$ cat src/rtl/pc_sequencer_pkg.sv
// Shared definitions for the program-counter sequencer.
//   seq_state_e : processor run state (IDLE, RUN, HALTED). The encoding is
//                 visible in waveforms as the sequencer's state register.
//   PC_RESET    : PC value held after a hard reset.
package pc_sequencer_pkg;

    typedef enum logic [1:0] {
        IDLE   = 2'd0,
        RUN    = 2'd1,
        HALTED = 2'd2
    } seq_state_e;

    localparam int PC_RESET = 0;

endpackage

$ cat src/rtl/pc_sequencer_sat_counter.sv
// Saturating up-counter, used for the retired-instruction count and reusable
// for other performance counters.
//   CLK   : clock, rising edge
//   Reset : synchronous active-high reset, clears count
//   clr   : synchronous clear, takes priority over inc
//   inc   : add one unless already at the all-ones maximum
//   count : current value, sticks at 2^W-1
module sat_counter #(
    parameter int W = 16
) (
    input  logic         CLK,
    input  logic         Reset,
    input  logic         clr,
    input  logic         inc,
    output logic [W-1:0] count
);

    always_ff @(posedge CLK) begin
        if (Reset) begin
            count <= '0;
        end else if (clr) begin
            count <= '0;
        end else if (inc && (count != {W{1'b1}})) begin
            count <= count + W'(1);
        end
    end

endmodule

$ cat src/rtl/pc_sequencer.sv
// Program-counter sequencer for the single-cycle core. Drives the instruction
// ROM address and consumes ALU control results (branch, soft reset, halt).
//
// Host handshake: Start is a one-cycle pulse, accepted only while idle or
// halted; it loads StartAddr into PC and clears the instruction count. Done is
// a level that rises on the edge after a halt instruction and stays high until
// the next accepted Start or a Reset. Start during RUN is ignored.
//
// Ports:
//   CLK, Reset          : clock and synchronous active-high reset
//   Start, StartAddr    : begin execution at StartAddr
//   Stall               : current instruction invalid, freeze PC and count
//   BrValid, BrOffset,
//   BrSign              : branch; PC +/- zext(BrOffset), modulo 2^PCW
//   AluReset, AluHalt   : ALU RST (soft reset to StartAddr, or halt)
//   PC                  : instruction fetch address
//   Running, Done       : state flags (RUN, HALTED)
//   InstCount           : saturating count of retired instructions
module pc_sequencer
    import pc_sequencer_pkg::*;
#(
    parameter int PCW  = 10,
    parameter int CNTW = 16
) (
    input  logic            CLK,
    input  logic            Reset,
    input  logic            Start,
    input  logic [PCW-1:0]  StartAddr,
    input  logic            Stall,
    input  logic            BrValid,
    input  logic [7:0]      BrOffset,
    input  logic            BrSign,
    input  logic            AluReset,
    input  logic            AluHalt,
    output logic [PCW-1:0]  PC,
    output logic            Running,
    output logic            Done,
    output logic [CNTW-1:0] InstCount
);

    seq_state_e     state, state_n;
    logic [PCW-1:0] pc_n;
    logic [PCW-1:0] br_off;
    logic           cnt_clr;
    logic           cnt_inc;

    // Branch magnitude resized to the PC width; narrow PCs keep only the
    // low bits, which is equivalent under modulo-2^PCW arithmetic.
    generate
        if (PCW > 8) begin : g_off_wide
            assign br_off = {{(PCW-8){1'b0}}, BrOffset};
        end else if (PCW == 8) begin : g_off_eq
            assign br_off = BrOffset;
        end else begin : g_off_narrow
            assign br_off = BrOffset[PCW-1:0];
        end
    endgenerate

    always_ff @(posedge CLK) begin
        if (Reset) begin
            state <= IDLE;
            PC    <= PCW'(PC_RESET);
        end else begin
            state <= state_n;
            PC    <= pc_n;
        end
    end

    always_comb begin
        state_n = state;
        pc_n    = PC;
        cnt_clr = 1'b0;
        cnt_inc = 1'b0;
        case (state)
            IDLE, HALTED: begin
                if (Start) begin
                    state_n = RUN;
                    pc_n    = StartAddr;
                    cnt_clr = 1'b1;
                end
            end
            RUN: begin
                // A stalled cycle retires nothing and ignores every ALU input.
                if (!Stall) begin
                    cnt_inc = 1'b1;
                    if (AluReset && AluHalt) begin
                        state_n = HALTED;
                    end else if (AluReset) begin
                        pc_n = StartAddr;
                    end else if (BrValid) begin
                        pc_n = BrSign ? (PC - br_off) : (PC + br_off);
                    end else begin
                        pc_n = PC + PCW'(1);
                    end
                end
            end
            default: begin
                state_n = IDLE;
            end
        endcase
    end

    // Flags decode straight from the state register, so they only move on
    // a clock edge.
    assign Running = (state == RUN);
    assign Done    = (state == HALTED);

    sat_counter #(
        .W(CNTW)
    ) u_inst_count (
        .CLK   (CLK),
        .Reset (Reset),
        .clr   (cnt_clr),
        .inc   (cnt_inc),
        .count (InstCount)
    );

endmodule
$ cat config.mk
export PLATFORM = sky130hd
export DESIGN_NAME = pc_sequencer
export DESIGN_NICKNAME = d
export VERILOG_FILES = /design/src/rtl/pc_sequencer_pkg.sv /design/src/rtl/pc_sequencer_sat_counter.sv /design/src/rtl/pc_sequencer.sv
export SDC_FILE = /design/constraint.sdc
export NUM_CORES = 1
export LEC_CHECK = 0
export CAP_MARGIN = 30
export CORE_ASPECT_RATIO = 1.75
export CORE_MARGIN = 2
export CORE_UTILIZATION = 52
export DETAILED_ROUTE_END_ITERATION = 7
export PLACE_DENSITY = 0.95
export SKIP_LAST_GASP = 1
export SLEW_MARGIN = 20
export SYNTH_ARGS = -nofsm -noshare
export SYNTH_HDL_FRONTEND = slang
export SYNTH_SLANG_ARGS = --single-unit
$ cat constraint.sdc
create_clock -name CLK -period 6.8 [get_ports CLK]
set_input_delay 1.02 -clock CLK [delete_from_list [all_inputs] [get_ports CLK]]
set_output_delay 1.02 -clock CLK [all_outputs]
set_load 0.01 [all_outputs]
==> metrics.cfg <==
[critical_path]
setup.worst_path.start_class = input pin
cp.required_ns = 7.00
arrival_ns = 3.83
crit_path_end_kind = register
setup.worst_path.class = input pin to register
critical_path.max_fanout = 7

[clock_tree]
cts_repair_resize_count = 0
clk_root_buffer_cell = clkbuf_8
cts_max_level = 1
cts_tree = built
clk_path_buf_depth = 2
cts_num_sinks = 28
numCtsBuffers = 3
cts.reportedPaths.clkPinSlew_ns = 0.09
worst_skew_pair_latency_ns = 0.27
cts.hold.buffers_added = 0
post_cts.repair.setup_buffers = 0

[floorplan]
die-height_um = 86.1
die-area_um2 = 4380
core-area_um2 = 3660
top_ports = 54
floorplan.rows = 29
floorplan.initialDensity = 0.546
die-width_um = 50.9

[synth]
most_common_cell_in_the_netlist = dfxtp_1
postSynthAreaPerCell_um2 = 8.04
synth_flop_cell = dfxtp_1
synth-seq-area-share = 0.280
netlist-cell-type-count = 48
postSynthRegisterBits = 28
synth.top_cells.by_count = dfxtp_1, nor2_1, o21ai_0, nand2_1, a21oi_1
synth_area_um2 = 2000
synth-async-reset-ratio = 0
synth_enable_flop_cells = 0
yosys.area.top_type = dfxtp_1
synth_top_area_share = 0.280
syn_nets = 287
synth_area_leaders = dfxtp_1, ha_1, nor2_1
synth-warning-count = 0
instance_count_of_the_mapped_netlist = 249

[timing]
max_slew_margin = 0.368
slew_violations = 0
period_minus_slack_ns = 3.63
setup_violations = 0
timing_worst_slew_pin_value_ns = 0.948
fin_crit_sh = 0.534
number_of_hold_violations_in_the_final_report = 0
max_clock_freq_ghz = 0.276
rsz_0062_raised_after_global_routing = no
postLayoutSetupSlackWorst_ns = 3.17
totalNegativeSetupSlack_ns = 0
fin_worst_skew_ns = 0.00484

[power]
share_comb_of_total_power = 0.310
power.share.clock = 0.233
switching_share = 0.305
worst_ir_drop_vdd_mv = 0.113
cellPowerDensity_nw_per_um2 = 150
p_int_mw = 0.271
switching_power_mw = 0.119
cellLeakagePower_nw = 0.993
p_seq_frac = 0.457

[grt]
antenna_found_initial = 0
first_pass_grt_wire_length_um = 8200
gr-total-overflow = 0
track_usage = 0.237
grt_pass1_vias = 1927
maximum_number_of_pins_on_one_net_before_global_route_repair = 17

[routing]
drtPass1Iterations = 5
avgViaCountPerCell = 6.04
detailed_route_wire_length_per_cell_um = 14.6
dr.first_iter.drc_count = 51
routed-via-count = 2085
finalWirelength_um = 5030
drt_drc_violations_left = 0
final_ant_viol_nets = 0

[run]
maxCapViolations = 0

[hold_path]
worstHoldPathType = register to register

[final_layout]
area_growth_syn_to_layout_pct = 30.3
fillerInstances = 281
num-nets-final = 339
num_antenna_cells = 0
postLayoutCoreUtil = 0.712
fraction_of_final_layout_cells_sized_beyond_drive_strength_1 = 0.0301

[placement]
place.port_buffers = 53
gp_congestion = 0.966
detailedPlacementHpwl_um = 3970
dp_slack_ns = 2.93

[outcome]
status = completed

-- per-stage QoR --
step	hold WS (ns)	std cells	power, mW	instance area, um^2
5_1_grt	0.521	345	0.407	2610
2_1_floorplan	0.492	249	0.253	2000
3_5_place_dp	0.482	341	0.300	2560
6_report	0.497	345	0.390	2610
4_1_cts	0.495	344	0.386	2600
3_3_place_gp	0.481	341	0.297	2560
-- critical path: stages --
cell and delay [ns]:
clkdlybuf4s50_1 0.50, inv_1 0.07, ha_1 0.24, a41oi_1 0.27, xnor2_1 0.08, and2_1 0.16, ha_1 0.34, a2111oi_0 0.62
a211o_1 0.24, a22oi_1 0.07, o31ai_1 0.22
-- power groups by stage --
stage,registers [mW],clock network [mW],logic [mW]
after global placement,0.182,0,0.115
after detailed placement,0.182,0,0.118
after global routing,0.179,0.0941,0.133
after CTS,0.178,0.0891,0.119
after floorplan,0.183,0,0.0702
final,0.178,0.0910,0.121
-- layout by cell type (no fill, tap or decap), drive strengths merged, types with 6 or more instances in the layout --
cell	n
o21ai	19
nand3	10
dfxtp	28
nand2b	6
ha	11
clkdlybuf4s50	53
mux2i	9
nor2	26
nor3	9
xnor2	11
a21oi	12
inv	10
nand2	14
a211oi	6
-- state kept, by name (all words and copies together) (netlist names) --
register,count
PC,10
state,2
u_inst_count.count,16
-- per-layer routing --
metal  track usage  wire length (um)  up-vias
met5             0                 0        -
met2         0.468              2840       95
met1         0.238              1760      947
met4         0.108               191        0
met3        0.0174               248       21
li1              -                 -     1022
-- final cells by class --
class                           count  area, um^2  area share
Sequential cell                    28         561       0.215
Tap cell                           46        57.6      0.0221
Multi-Input combinational cell    203        1370       0.524
Clock buffer                        3        41.3      0.0158
Inverter                           10        37.5      0.0144
Timing Repair Buffer               55         546       0.209
-- logic make-up after synthesis --
kind of cell             count (synthesis)  share of synthesized area
XOR/XNOR                                16                     0.0700
buffers and inverters                   18                     0.0375
flip-flops                              28                      0.280
AND/OR/NAND/NOR                        101                      0.276
adder cells (fa/ha/maj)                 12                     0.0787
AO/OA/AOI/OAI                           65                      0.213
multiplexers                             9                     0.0450
-- path summary, 6_finish.rpt --
kind | start | endpoint | slack (ns) | cells past startpoint
max reg2reg | PC[0] | PC[8] | 4.57 | 9
min reg2reg | PC[2] | PC[2] | 0.50 | 2
min | PC[2] | PC[2] | 0.50 | 2
max | BrOffset[0] | PC[9] | 3.17 | 11
Note: power is estimated with default switching activity, not from simulation.
